--- src/rtl/wb_pkg.sv ---
// Shared types for the writeback arbiter: result payload and issue-select encoding.
package wb_pkg;

  localparam int unsigned XLEN       = 64;
  localparam int unsigned REG_ADDR_W = 5;

  typedef struct packed {
    logic [REG_ADDR_W-1:0] rd;
    logic [XLEN-1:0]       value;
  } wb_t;

  typedef enum logic [1:0] {
    SEL_NONE,
    SEL_ALU,
    SEL_LD,
    SEL_KILL
  } sel_e;

endpackage

--- src/rtl/wb_fifo.sv ---
// Load-result FIFO with a per-entry live bit; entries whose rd matches kill_rd_i
// are marked dead in place and later popped without producing a writeback.
module wb_fifo
  import wb_pkg::*;
#(
  parameter int unsigned DEPTH = 4
) (
  input  logic                  clk_i,
  input  logic                  rst_ni,
  input  logic                  push_i,
  input  wb_t                   push_data_i,
  input  logic                  pop_i,
  input  logic                  kill_en_i,
  input  logic [REG_ADDR_W-1:0] kill_rd_i,
  output wb_t                   head_o,
  output logic                  head_killed_o,
  output logic                  full_o,
  output logic                  empty_o
);

  localparam int unsigned PTR_W = $clog2(DEPTH);
  localparam int unsigned CNT_W = PTR_W + 1;

  wb_t              mem_q [DEPTH];
  logic [DEPTH-1:0] live_q, live_d;
  logic [PTR_W-1:0] wr_ptr_q, wr_ptr_d;
  logic [PTR_W-1:0] rd_ptr_q, rd_ptr_d;
  logic [CNT_W-1:0] count_q, count_d;

  // Kill marks matching entries dead; a push always writes a fresh live entry.
  always_comb begin
    live_d = live_q;
    for (int unsigned i = 0; i < DEPTH; i++) begin
      if (kill_en_i && (mem_q[i].rd == kill_rd_i)) live_d[i] = 1'b0;
    end
    if (push_i) live_d[wr_ptr_q] = 1'b1;
    wr_ptr_d = push_i ? wr_ptr_q + PTR_W'(1) : wr_ptr_q;
    rd_ptr_d = pop_i  ? rd_ptr_q + PTR_W'(1) : rd_ptr_q;
    count_d  = count_q + CNT_W'(push_i) - CNT_W'(pop_i);
  end

  always_ff @(posedge clk_i or negedge rst_ni) begin
    if (!rst_ni) begin
      live_q   <= '0;
      wr_ptr_q <= '0;
      rd_ptr_q <= '0;
      count_q  <= '0;
    end else begin
      live_q   <= live_d;
      wr_ptr_q <= wr_ptr_d;
      rd_ptr_q <= rd_ptr_d;
      count_q  <= count_d;
    end
  end

  always_ff @(posedge clk_i) begin
    if (push_i) mem_q[wr_ptr_q] <= push_data_i;
  end

  assign head_o        = mem_q[rd_ptr_q];
  assign head_killed_o = !live_q[rd_ptr_q];
  assign full_o        = (count_q == CNT_W'(DEPTH));
  assign empty_o       = (count_q == '0);

endmodule

--- src/rtl/wb_arbiter.sv ---
// Merges ALU and load results onto decode's EX0/EX3 writeback ports, one per cycle.
// Optional feature macro WB_BYPASS_EN: loads into an idle arbiter skip the FIFO.
module wb_arbiter
  import wb_pkg::*;
#(
  parameter int unsigned DEPTH        = 4,
  parameter int unsigned STARVE_LIMIT = 3
) (
  input  logic                  i_clk,
  input  logic                  i_rst_n,
  input  logic                  i_alu_valid,
  input  logic [REG_ADDR_W-1:0] i_alu_rd,
  input  logic [XLEN-1:0]       i_alu_value,
  output logic                  o_alu_ready,
  input  logic                  i_ld_valid,
  input  logic [REG_ADDR_W-1:0] i_ld_rd,
  input  logic [XLEN-1:0]       i_ld_value,
  output logic                  o_ld_ready,
  output logic                  o_EX0_wb_valid,
  output logic [REG_ADDR_W-1:0] o_EX0_wb_rd,
  output logic [XLEN-1:0]       o_EX0_wb_value,
  output logic                  o_EX3_wb_valid,
  output logic [REG_ADDR_W-1:0] o_EX3_wb_rd,
  output logic [XLEN-1:0]       o_EX3_wb_value,
  output logic                  o_busy
);

  localparam int unsigned     SCNT_W   = $clog2(STARVE_LIMIT + 1);
  localparam logic [SCNT_W-1:0] SCNT_MAX = SCNT_W'(STARVE_LIMIT);

  wb_t               fifo_head;
  logic              fifo_head_killed, fifo_full, fifo_empty;
  logic              push, pop, bypass, starve, alu_live, ld_keep;
  sel_e              sel;
  logic [SCNT_W-1:0] starve_cnt_q, starve_cnt_d;
  logic              ex0_valid_q, ex0_valid_d, ex3_valid_q, ex3_valid_d;
  wb_t               ex0_q, ex0_d, ex3_q, ex3_d;

  wb_fifo #(.DEPTH(DEPTH)) u_fifo (
    .clk_i         (i_clk),
    .rst_ni        (i_rst_n),
    .push_i        (push),
    .push_data_i   ({i_ld_rd, i_ld_value}),
    .pop_i         (pop),
    .kill_en_i     (alu_live),
    .kill_rd_i     (i_alu_rd),
    .head_o        (fifo_head),
    .head_killed_o (fifo_head_killed),
    .full_o        (fifo_full),
    .empty_o       (fifo_empty)
  );

  // ALU results are younger than any buffered or same-cycle load, hence the kill/drop on rd match.
  always_comb begin
    sel          = SEL_NONE;
    bypass       = 1'b0;
    ex0_valid_d  = 1'b0;
    ex3_valid_d  = 1'b0;
    ex0_d        = ex0_q;
    ex3_d        = ex3_q;
    starve       = !fifo_empty && (starve_cnt_q >= SCNT_MAX);
    alu_live     = i_alu_valid && !starve && (i_alu_rd != '0);
    ld_keep      = i_ld_valid && !fifo_full && (i_ld_rd != '0)
                   && !(alu_live && (i_alu_rd == i_ld_rd));

    if (starve || (!alu_live && !fifo_empty)) begin
      sel = fifo_head_killed ? SEL_KILL : SEL_LD;
    end else if (alu_live) begin
      sel = SEL_ALU;
    end

`ifdef WB_BYPASS_EN
    bypass = fifo_empty && !i_alu_valid && ld_keep;
`else
    bypass = 1'b0;
`endif

    push = ld_keep && !bypass;
    pop  = (sel == SEL_LD) || (sel == SEL_KILL);

    if (sel == SEL_ALU) begin
      ex0_valid_d = 1'b1;
      ex0_d       = '{rd: i_alu_rd, value: i_alu_value};
    end
    if (sel == SEL_LD) begin
      ex3_valid_d = 1'b1;
      ex3_d       = fifo_head;
    end else if (bypass) begin
      ex3_valid_d = 1'b1;
      ex3_d       = '{rd: i_ld_rd, value: i_ld_value};
    end

    if (pop || fifo_empty)           starve_cnt_d = '0;
    else if (starve_cnt_q >= SCNT_MAX) starve_cnt_d = SCNT_MAX;
    else                             starve_cnt_d = starve_cnt_q + SCNT_W'(1);
  end

  always_ff @(posedge i_clk or negedge i_rst_n) begin
    if (!i_rst_n) begin
      starve_cnt_q <= '0;
      ex0_valid_q  <= 1'b0;
      ex3_valid_q  <= 1'b0;
      ex0_q        <= '0;
      ex3_q        <= '0;
    end else begin
      starve_cnt_q <= starve_cnt_d;
      ex0_valid_q  <= ex0_valid_d;
      ex3_valid_q  <= ex3_valid_d;
      ex0_q        <= ex0_d;
      ex3_q        <= ex3_d;
    end
  end

  assign o_alu_ready    = !starve;
  assign o_ld_ready     = !fifo_full;
  assign o_EX0_wb_valid = ex0_valid_q;
  assign o_EX0_wb_rd    = ex0_q.rd;
  assign o_EX0_wb_value = ex0_q.value;
  assign o_EX3_wb_valid = ex3_valid_q;
  assign o_EX3_wb_rd    = ex3_q.rd;
  assign o_EX3_wb_value = ex3_q.value;
  assign o_busy         = !fifo_empty || ex0_valid_q || ex3_valid_q;

endmodule

--- config.mk ---
export PLATFORM = sky130hd
export DESIGN_NAME = wb_arbiter
export DESIGN_NICKNAME = d
export VERILOG_FILES = /design/src/rtl/wb_pkg.sv /design/src/rtl/wb_fifo.sv /design/src/rtl/wb_arbiter.sv
export SDC_FILE = /design/constraint.sdc
export NUM_CORES = 1
export LEC_CHECK = 0
export CAP_MARGIN = 5
export CORE_ASPECT_RATIO = 1.2
export CORE_UTILIZATION = 38
export CTS_BUF_LIST = sky130_fd_sc_hd__clkbuf_16
export DETAILED_ROUTE_END_ITERATION = 10
export SKIP_CTS_REPAIR_TIMING = 1
export SKIP_LAST_GASP = 1
export SLEW_MARGIN = 30
export SYNTH_ARGS = -nofsm -noshare
export SYNTH_HDL_FRONTEND = slang
export SYNTH_HIERARCHICAL = 1
export SYNTH_SLANG_ARGS = --single-unit
--- constraint.sdc ---
create_clock -name i_clk -period 8 [get_ports i_clk]
set_clock_uncertainty 0.1 [all_clocks]
set_input_delay 1.6 -clock i_clk [delete_from_list [all_inputs] [get_ports i_clk]]
set_output_delay 1.6 -clock i_clk [all_outputs]
set_load 0.005 [all_outputs]
; ---- After elaboration in Yosys (flattened, before gate mapping)
; Memories as Yosys holds them, arrays and structs flattened. A register that Yosys moved wholly into a read port is not among the register bits.
; Index checks and enable logic that the tools add are counted.
[word_totals]
word_cells = 74
ram_bits = 276
mem_count = 1
register_bits = 84
in_bits = 142
[memory_table]
columns = name, words, word_bits, read_ports, rd_clocked_by_memory_dff, wr, line_no
row1 = u_fifo.mem_q, 4, 69, 5, 1, 1, wb_fifo.sv:24  ; wb_t mem_q [DEPTH];
[op_classes]
n_lt_le_gt_ge = 4
n_eq_ne = 9
add_sub_neg = 5
muxes = 18
reduce_logical = 27
bitwise = 1
[op_table]
columns = cell, n
row1 = 5-bit == test, 5
row2 = 1-bit logical AND, 13
row3 = 1-bit 2-to-1 mux, 12
row4 = 5-bit nonzero test, 2
row5 = 2-bit by 1-bit adder with 2-bit output (second input constant), 3
row6 = 1-bit zero test, 6
row7 = 2-bit by 3-bit < comparator with 1-bit output (second input constant), 2
row8 = 2-bit 2-to-1 mux, 3
row9 = 1-bit logical OR, 5
row10 = 2-bit == test (second input constant), 2
row11 = 4-bit 2-to-1 mux, 1
row12 = 4-bit OR, 1
row13 = 3-bit by 1-bit adder with 3-bit output, 1
row14 = 3-bit == test (second input constant), 1
row15 = 3-bit zero test, 1
row16 = 3-bit by 1-bit subtractor with 3-bit output, 1
row17 = 1-bit binary-select mux with 2-bit select, 1
row18 = 1-bit demux with 2-bit select, 1
row19 = 2-bit by 1-bit == test with 1-bit output (second input constant), 1
row20 = 2-bit by 1-bit greater-or-equal comparator with 1-bit output (second input constant), 1
row21 = 2-bit greater-or-equal comparator (second input constant), 1

; ---- Logic depth before layout (Yosys ltp)
; Gate-level depths: netlist (run 1).
[logic_depth]
word_depth = 14
depth_mapped = 11
ltp_nobuf = 10

; ---- By module
; The synthesis (run 1) kept the hierarchy.
[by_module_without_submodules]
columns = mod, seq_area_each_um2, area_per_inst_um2, cells_each, n_inst
row1 = wb_fifo, 8563.2, 10806.6, 437, 1
row2 = wb_arbiter, 3553.4, 5338.9, 320, 1

; ---- Worst setup path after synthesis (run 1)
; Ideal clock, no wire load.
[synth_path]
path_kind = input-to-reg
startpoint = input i_alu_rd[1]
endpoint = memory u_fifo/mem_q[0][0] (netlist name), enable pin
slack_ps = 2541
setup_time_ps = 424
required_time_ps = 7476
path_stages = 6
arrival_ps = 4936
path_cell_list = or4_1 o211ai_2 nor4_1 nor4b_1 nand2_1 inv_1
[synth_via]
elab_chain_cells = 7
[synth_rtl]
columns = item, line_no
row1 = start: declaration, wb_arbiter.sv:12  ; input logic [REG_ADDR_W-1:0] i_alu_rd,
row2 = 5-bit nonzero test, wb_arbiter.sv:62  ; alu_live = i_alu_valid && !starve && (i_alu_rd != '0);
row3 = 1-bit logical AND, wb_arbiter.sv:62
row4 = 1-bit logical AND (*), wb_arbiter.sv:64  ; && !(alu_live && (i_alu_rd == i_ld_rd));
row5 = 1-bit zero test (*), wb_arbiter.sv:64
row6 = 1-bit logical AND (*), wb_arbiter.sv:64
row7 = via ld_keep, wb_arbiter.sv:33  ; logic push, pop, bypass, starve, alu_live, ld_keep;
row8 = 1-bit 2-to-1 mux (*), wb_fifo.sv:57  ; if (push_i) mem_q[wr_ptr_q] <= push_data_i;
row9 = 1-bit 2-to-1 mux (implied by the code) (*), wb_fifo.sv:57
row10 = end: declaration, wb_fifo.sv:24
; Mark *: on every way through the listed nets, which the timed path passes. The rest lies on a longest branch.

; ---- Final worst setup path (run 1)
[layout_path]
startpoint = input i_alu_rd[2]
endpoint = register u_fifo.count_q[2]
[layout_via]
elab_chain_cells = 9
[layout_rtl]
columns = item, line_no
row1 = 5-bit nonzero test (*), wb_arbiter.sv:62
row2 = 1-bit logical AND (*), wb_arbiter.sv:62
row3 = via alu_live, wb_arbiter.sv:33
row4 = 1-bit zero test, wb_arbiter.sv:66  ; if (starve || (!alu_live && !fifo_empty)) begin
row5 = 1-bit logical AND, wb_arbiter.sv:66
row6 = 1-bit logical OR, wb_arbiter.sv:66
row7 = 2-bit 2-to-1 mux (*), wb_arbiter.sv:66
row8 = 2-bit == test, wb_arbiter.sv:79  ; pop = (sel == SEL_LD) || (sel == SEL_KILL);
row9 = 1-bit logical OR (*), wb_arbiter.sv:79
row10 = via pop, wb_arbiter.sv:33
row11 = 3-bit by 1-bit subtractor with 3-bit output (*), wb_fifo.sv:39  ; count_d = count_q + CNT_W'(push_i) - CNT_W'(pop_i);
row12 = via u_fifo.count_d[2], wb_fifo.sv:28  ; logic [CNT_W-1:0] count_q, count_d;
row13 = end signal: assignment, wb_fifo.sv:52  ; count_q <= count_d;
row14 = end: declaration, wb_fifo.sv:28
; Marked as above.
; A chain may end at the register's enable or synchronous reset.

==> metrics.md, run 1 <==
| Metric | Value |
|---|---|
| CTS tree | yes |
| Most common cell after layout, fill and taps aside | clkdlybuf4s50_1 |
| VDD IR max | roughly 0.21 mV |
| Clock period minus final worst setup slack | just under 5 ns |
| Final WS setup | between 3 and 4 ns |
| Crit path DAT | between 5 and 6 ns |
| Max-Cap Viols | 0 |
| Final antenna-violating net count | 0 |
| Die height | about 230 um |
| Worst-Margin Slew | approximately 0.96 ns |
| Sw Pwr | about 1.9 mW |
| # rows | between 80 and 90 |
| Cell Area, Synth | roughly 16000 um^2 |
| Initial antenna violation count | 1 |
| Pre-Repair DR Iteration Count | 6 |
| Initial DRC count | approximately 240 |
| Flop pwr share | between 40% and 50% |
| Post-synth EDFFs | 276 |
| Comb pwr share | about 28% |
| Clk slew on worst S/H paths | around 0.060 ns |
| Status | complete, no violations |
| Vias | between 7000 and 8000 |
| IO Port Bufs | 284 |
| IO Count | between 200 and 300 |
| # diodes | 0 |
| Clock sink count | 429 |
| Synthesized flop and latch total | 429 |
| Pins over their slew limit | 0 |
| # nets final | 1212 |
| Min-Delay Path Class | flip-flop to flip-flop |
| Post-DP HPWL | 20.7 mm |
| CTS Buffer Depth | 3 |
| Int Pwr | between 5 and 6 mW |
| Share of cells above drive strength 1 | approximately a quarter |
| Chip Width | roughly 190 um |
| Pin count of the biggest net entering global routing | between 80 and 90 |
| GPL Wtd Cong | between 0.7 and 0.8 |
| Area Overhead vs Synth | 29.3% |
| RSZ-0062 raised after global routing | false |
| CP Launch Type | input pin |
| Top FF cell, synth | edfxtp_1 |
| Switching Fraction | between 20% and 30% |
| R2R setup slack | roughly 4.4 ns |
| Synth Warn # | 6 |
| Fmax | between 200 and 250 MHz |
| Power Density | 348 nW/um^2 |
| Layout Cells excl Fill | between 1500 and 2000 |
| Post-DR wirelength/cell | approximately 20 um |
| CP endpoint kind | flip-flop |
| Async S/R FF share, synth | a little over a third |
| Post-synthesis cell count | 757 |
| Placed insts | 1563 |
| Global route overflow | 0 |
| CP Data Required Time | ~8.3 ns |
| Critical-path maximum fanout | between 70 and 80 |
| Final Hold Viols | 0 |
| Commonest cells after routing, fill and taps aside | 283 x clkdlybuf4s50_1, 276 x edfxtp_1, 151 x dfrtp_1, 137 x mux2_2, 68 x mux4_2 |
| Syn avg cell area | ~21 um^2 |
| Final core occ | between 40% and 50% |
| Die area | between 40000 and 50000 um^2 |
| Critical path type | input pin to flip-flop |
| Htree depth | 2 |
| CTS root buffer | clkbuf_16 |
| WL final | between 30 and 40 mm |
| Worst-Skew Late Latency | 0.55 ns |
| GRT Util Overall | 15.7% |
| Hold slack | roughly 0.38 ns |
| Lkg Pwr | 7.46 nW |
| Num CTS Buffers | 44 |
| Clock power share | between 20% and 30% |
| Pre-CTS setup slack | around 2.4 ns |
| First-pass GRT wire length | 51.3 mm |
| Slew HR | a little over a third |
| Fillcell total | 3510 |
| Vias in the first global route | between 8000 and 9000 |
| Drt drc | 0 |
| Final setup viols | 0 |
| Setup TNS | 0 ns |
| Synth unique cells | 28 |
| Core area | 41900 um^2 |
| DR vias/cell | 4.86 |
| Syn nets | between 900 and 1000 |
| Seq/Total Area, Yosys | 75.0% |
| Fin crit share | between 60 and 70% |
| Initial core utilization | 38.6% |
cell families after synthesis:
logic type               synth area share (%)
XOR/XNOR                                 1.68
AO/OA/AOI/OAI                           0.418
adder cells (fa/ha/maj)                 0.589
buffers and inverters                    1.96
multiplexers                             19.4
AND/OR/NAND/NOR                         0.938
flip-flops                               75.0
per-layer routing:
| metal | vias up | wire length (um) | part of all wire, % | global-route usage [%] |
|---|---|---|---|---|
| li1 | 3580 | - | - | - |
| met1 | 4110 | 13600 | 40 | 19.5 |
| met2 | 240 | 16900 | 50 | 26.7 |
| met3 | 50 | 2370 | 7.1 | 4.38 |
| met4 | 2 | 679 | 2.0 | 4.32 |
| met5 | - | 12 | 0.036 | 0 |
power groups by stage:
| stage | registers (mW) | logic (mW) | clock network [mW] |
|---|---|---|---|
| floorplan | 3.20 | 1.30 | 0 |
| global placement | 3.30 | 2.11 | 0 |
| detailed placement | 3.32 | 2.13 | 0 |
| CTS | 3.28 | 2.14 | 2.00 |
| global route | 3.34 | 2.24 | 2.08 |
| finish | 3.26 | 2.07 | 1.93 |
worst max-delay path, cell delays in order:
cell	delay [ns]
clkdlybuf4s50_1	0.60
or4_1	0.66
o211ai_4	0.20
buf_4	0.76
inv_1	0.24
nor2_1	0.26
ha_1	0.17
inv_1	0.04
ha_1	0.18
fa_1	0.37
xnor2_1	0.14
layout make-up:
cell class | instances | area [um^2] | share of cell area, %
multi-input combinational | 283 | 3730 | 17.9
tap | 546 | 683 | 3.27
sequential | 429 | 12100 | 58.1
inverter | 15 | 73.8 | 0.354
clock inverter | 36 | 244 | 1.17
timing repair buffer | 290 | 2900 | 13.9
clock buffer | 45 | 1130 | 5.39
final timing paths:
path / startpoint / cells after the start / end
worst min-delay path: starve_cnt_q[0] / 1 / starve_cnt_q[0]
min in group asynchronous: i_rst_n / 1 / o_EX0_wb_value[47]
max in group asynchronous: i_rst_n / 2 / o_EX3_wb_value[5]
worst max-delay path: i_alu_rd[2] / 11 / u_fifo/count_q[2]
worst max register to register: u_fifo/count_q[1] / 11 / u_fifo/count_q[2]
worst min register to register: starve_cnt_q[0] / 1 / starve_cnt_q[0]
flip-flops by register name, indices dropped and copies added (netlist names):
name and cells:
u_fifo/live_q 4, o_EX0_wb_valid 1, starve_cnt_q 2, o_EX3_wb_rd 5, u_fifo/count_q 3, u_fifo/rd_ptr_q 2, o_EX3_wb_value 64, o_EX0_wb_value 64
u_fifo/mem_q 276, o_EX0_wb_rd 5, o_EX3_wb_valid 1, u_fifo/wr_ptr_q 2
metrics by stage:
stage / power [mW] / instance area [um^2]
final: 7.27 / 20900
after detailed placement: 5.45 / 19500
after floorplan: 4.50 / 16100
after CTS: 7.41 / 20900
after global routing: 7.66 / 20900
after global placement: 5.42 / 19500
cell usage after synthesis, types with 2 or more instances:
cell      instances  share of area (%)
inv_1            15               0.35
nor2_1            8               0.19
xnor2_1          10               0.54
ha_1              6               0.46
o21ai_0           2              0.062
mux4_1            2               0.33
or4_1             2              0.093
buf_2            21               0.65
a41oi_1           4               0.22
buf_12            7               0.87
nor4_1            5               0.19
nor3_1            3              0.093
mux2_2          137                9.6
mux4_2           68                9.5
edfxtp_1        276                 51
xor2_1           21                1.1
dfrtp_1         153                 24
nand2_1           7               0.16
Note: power is estimated with default switching activity, not from simulation.
==> run 2, diff against run 1 <==
clock period = 4.6 ns   (was 8 ns; I/O delays follow)
==> run 2 against run 1 <==
Compared with the run above:
- clock power up 70%
- wire length is 2.0% higher
- largest power group unchanged
- die area did not move
- total power rose by 74%
- worst setup slack worse by 1.9 ns
- hold slack worse by 0.058 ns
- non-clock buffer count increased by 16
- cell count grew 0.91%
- sequential share of layout area down 0.42 points
- sequential power grew 73%
- utilization rose by 0.36 points
==> metrics.md, run 2 (synthesis results as in run 1) <==
| Metric | Value |
|---|---|
| Chip Width | 190 um |
| Worst-Margin Slew | 0.907 ns |
| CTS Buffer Depth | 3 |
| Area Overhead vs Synth | 30.3% |
| Switching Fraction | a little over a quarter |
| Share of cells above drive strength 1 | a little over a quarter |
| # rows | 82 |
| CP endpoint kind | flip-flop |
| CTS tree | yes |
| # nets final | ~1200 |
| Die area | approximately 43000 um^2 |
| Sw Pwr | ~3.4 mW |
| RSZ-0062 raised after global routing | false |
| Status | complete, no violations |
| Power Density | between 600 and 700 nW/um^2 |
| Initial DRC count | 401 |
| First-pass GRT wire length | ~53 mm |
| GPL Wtd Cong | approximately 0.72 |
| Worst-Skew Late Latency | around 0.54 ns |
| WL final | 34.3 mm |
| Critical-path maximum fanout | 21 |
| Pin count of the biggest net entering global routing | approximately 100 |
| Die height | 228 um |
| Clk slew on worst S/H paths | roughly 0.06 ns |
| Pins over their slew limit | 0 |
| Max-Cap Viols | 0 |
| Initial antenna violation count | 3 |
| Final core occ | 50.2% |
| Lkg Pwr | around 7.5 nW |
| Int Pwr | around 9 mW |
| Placed insts | roughly 1600 |
| Final Hold Viols | 0 |
| # diodes | 0 |
| Critical path type | input pin to flip-flop |
| IO Port Bufs | between 200 and 300 |
| CP Data Required Time | approximately 4.7 ns |
| Final setup viols | 0 |
| Flop pwr share | roughly 45% |
| Min-Delay Path Class | input pin to async pin |
| Top reg by flops | u_fifo/mem_q |
| Post-DP HPWL | around 22 mm |
| Commonest cells after routing, fill and taps aside | 283 x clkdlybuf4s50_1, 276 x edfxtp_1, 151 x dfrtp_1, 137 x mux2_2, 68 x mux4_2 |
| Max reg flops | around 280 |
| CP Launch Type | input pin |
| Clock power share | about a quarter |
| GRT Util Overall | ~16% |
| IO Count | roughly 290 |
| Clock period minus final worst setup slack | between 3 and 4 ns |
| DR vias/cell | about 5 |
| Drt drc | 0 |
| Hold slack | 0.326 ns |
| Most common cell after layout, fill and taps aside | clkdlybuf4s50_1 |
| Post-DR wirelength/cell | just over 20 um |
| CTS root buffer | clkbuf_16 |
| Clock sink count | between 400 and 500 |
| Layout Cells excl Fill | 1659 |
| Crit path DAT | 3.51 ns |
| Fmax | roughly 290 MHz |
| Num CTS Buffers | 43 |
| Global route overflow | 0 |
| VDD IR max | between 0.3 and 0.4 mV |
| Slew HR | roughly 40% |
| Pre-Repair DR Iteration Count | 4 |
| Htree depth | 2 |
| Vias | about 8200 |
| Comb pwr share | between 20% and 30% |
| Initial core utilization | between 30% and 40% |
| Final antenna-violating net count | 0 |
| Fin crit share | 74.0% |
| Vias in the first global route | between 8000 and 9000 |
| Fillcell total | approximately 3500 |
| Core area | ~42000 um^2 |
| Setup TNS | 0 ns |
[run 2: worst paths after layout]
path / startpoint / end / slack (ns) / depth (start not counted)
min in group i_clk: starve_cnt_q[0] / starve_cnt_q[0] / 0.39 / 1
max in group asynchronous: i_rst_n / o_EX3_wb_value[36] / 3.20 / 2
worst min-delay path: i_rst_n / o_EX0_wb_value[24] / 0.33 / 1
worst max-delay path: i_alu_rd[3] / u_fifo/mem_q[1][54] / 1.20 / 9
worst max register to register: u_fifo/rd_ptr_q[0] / o_EX3_wb_value[36] / 1.99 / 6
worst min register to register: starve_cnt_q[0] / starve_cnt_q[0] / 0.39 / 1
[run 2: layer usage]
metal | track usage [%] | vias to the layer above | wire length [um]
li1 | - | 3606 | -
met1 | 19.9 | 4250 | 13900
met2 | 27.9 | 253 | 17500
met3 | 3.69 | 51 | 2210
met4 | 3.95 | 6 | 573
met5 | 0 | - | 41
[run 2: power groups by stage]
stage          Clock [mW]  Combinational, mW  Sequential, mW
4_1_cts              3.40               3.82            5.67
3_5_place_dp            0               3.81            5.73
5_1_grt              3.54               4.02            5.76
2_1_floorplan           0               2.28            5.55
6_report             3.29               3.71            5.64
3_3_place_gp            0               3.77            5.70
[run 2: area by class of cell]
cell class | count | area [um^2] | area share (%)
Clock buffer | 44 | 1100 | 5.23
Clock inverter | 36 | 226 | 1.08
Inverter | 15 | 71.3 | 0.339
Multi-Input combinational cell | 283 | 3730 | 17.7
Sequential cell | 429 | 12100 | 57.6
Tap cell | 546 | 683 | 3.25
Timing Repair Buffer | 306 | 3100 | 14.7
[run 2: worst max-delay path, cell delays in order]
cell	delay, ns
clkdlybuf4s50_1	0.46
or4_1	0.61
o211ai_4	0.29
nor4_1	0.10
nor4b_1	0.31
buf_4	0.22
nand2_1	0.12
clkinvlp_4	0.13
buf_4	0.33
[run 2: through the flow]
| step | setup slack (ns) | instance area [um^2] | power (mW) |
|---|---|---|---|
| after global routing | 1.03 | 21000 | 13.3 |
| after CTS | 1.11 | 21000 | 12.9 |
| after floorplan | 0.381 | 16200 | 7.83 |
| after detailed placement | 0.559 | 19700 | 9.54 |
| after global placement | 0.615 | 19700 | 9.47 |
| final | 1.20 | 21000 | 12.6 |
==> run 3, diff against run 2 <==
clock period = 3.2 ns   (was 4.6 ns; I/O delays follow)
==> run 3 against run 2 <==
Compared with the run above:
- flip-flop and latch count did not move
- clock-buffer cell count shrank 1
- design area increased by 1.6%
==> metrics.md, run 3 (synthesis results as in run 1) <==
| Metric | Value |
|---|---|
| Setup TNS | 0 ns |
| Crit path DAT | between 3 and 4 ns |
| CP Data Required Time | between 3 and 4 ns |
| CTS tree | yes |
| GPL Wtd Cong | about 0.7 |
| Drt drc | 0 |
| Area Overhead vs Synth | 32.3% |
| Max reg flops | approximately 280 |
| Worst-Margin Slew | between 0.6 and 0.7 ns |
| Top reg by flops | u_fifo/mem_q |
| Fmax | between 300 and 400 MHz |
| Final Cell Area | 21400 um^2 |
| Initial core utilization | 38.6% |
| # nets final | around 1200 |
| Lkg Pwr | approximately 7.7 nW |
| Final antenna-violating net count | 0 |
| # rows | slightly above 80 |
| Clock sink count | approximately 430 |
| Pre-Repair DR Iteration Count | 4 |
| Min-Delay Path Class | flip-flop to flip-flop |
| Global route overflow | 0 |
| Pins over their slew limit | 0 |
| CTS root buffer | clkbuf_16 |
| Met2 WL | 17.7 mm |
| Die area | around 43000 um^2 |
| Post-DP HPWL | 22.0 mm |
| Final core occ | about half |
| Hold slack | a little under 0.4 ns |
| Chip Width | approximately 190 um |
| IO Port Bufs | roughly 280 |
| Vias in the first global route | about 8800 |
| Met3 wire length | 2.30 mm |
| R2R setup slack | between 0.6 and 0.7 ns |
| Final setup viols | 0 |
| IO Count | 285 |
| DR vias/cell | a little under 5 |
| Fillcell total | 3477 |
| Max-Cap Viols | 0 |
| Critical-path maximum fanout | 27 |
| Power Density | 871 nW/um^2 |
| Fin crit share | around nine tenths |
| RSZ-0062 raised after global routing | false |
| Most common cell after layout, fill and taps aside | clkdlybuf4s50_1 |
| WL met1 | 14.1 mm |
| CP Launch Type | input pin |
| Sequential cell area | around 12000 um^2 |
| Max Used Layer | met5 |
| Pre-CTS setup slack | -0.233 ns |
| GRT Util Overall | 16.2% |
| Num CTS Buffers | 43 |
| Clk slew on worst S/H paths | around 0.060 ns |
| VDD IR max | 0.572 mV |
| Die height | ~230 um |
| Commonest cells after routing, fill and taps aside | 283 x clkdlybuf4s50_1, 276 x edfxtp_1, 151 x dfrtp_1, 137 x mux2_2, 68 x mux4_2 |
| CTS Buffer Depth | 3 |
| Htree depth | 2 |
| Critical path type | input pin to flip-flop |
| WL final | 34.8 mm |
| Placement Cell Area | between 15000 and 20000 um^2 |
| Slew HR | 58.8% |
| Share of cells above drive strength 1 | roughly 28% |
| Initial antenna violation count | 1 |
| First-pass GRT wire length | roughly 53 mm |
| Worst-Skew Late Latency | roughly 0.54 ns |
| Core area | between 40000 and 50000 um^2 |
| Clock period minus final worst setup slack | about 2.9 ns |
| Area of the multi-input gates | about 3800 um^2 |
| Vias | slightly above 8000 |
| Final Hold Viols | 0 |
| Final WS setup | between 0.3 and 0.4 ns |
| Pin count of the biggest net entering global routing | just over 70 |
| Initial DRC count | 325 |
| Status | complete, no violations |
| Post-DR wirelength/cell | a little over 20 um |
| CP endpoint kind | flip-flop |
## run 3: power breakdown
part           switching, mW  total [mW]  internal (mW)
Combinational           2.29        5.61           3.32
Sequential             0.601        7.99           7.39
Clock                   2.07        5.01           2.94
## run 3: per-layer routing
layer | vias up | global-route usage (%)
met5 | - | 0
li1 | 3658 | -
met4 | 2 | 4.25
met1 | 4177 | 20.2
met3 | 45 | 3.89
met2 | 251 | 28.0
## run 3: per-stage QoR
stage | std cells | total power, mW
after CTS | 1673 | 19.0
after floorplan | 757 | 11.3
final | 1675 | 18.6
after global routing | 1674 | 19.6
after detailed placement | 1593 | 13.9
after global placement | 1593 | 13.8
## run 3: cell type report
cell class	count	share of cell area [%]
flip-flops and latches	429	56.8
multi-input cells	283	17.6
repair buffers	321	15.5
clock buffers	43	5.04
well taps	546	3.20
clock inverters	37	1.56
inverters	15	0.334
diodes	1	0.0117
## run 3: final timing paths
kind,from,endpoint,cells after the start
min in group asynchronous,i_rst_n,o_EX0_wb_value[5],2
max,i_alu_rd[1],u_fifo/mem_q[2][11],9
max in group asynchronous,i_rst_n,o_EX3_wb_value[57],3
min,starve_cnt_q[0],starve_cnt_q[0],1
min reg2reg,starve_cnt_q[0],starve_cnt_q[0],1
max reg2reg,u_fifo/count_q[1],u_fifo/count_q[2],11
## run 3: critical path, cell delays in order
cell and delay [ns]:
clkdlybuf4s50_1 0.46, or4_4 0.59, o211ai_4 0.24, nor4_4 0.06, nor4b_4 0.27, buf_4 0.19, nand2_1 0.13, clkinvlp_4 0.17
buf_12 0.21
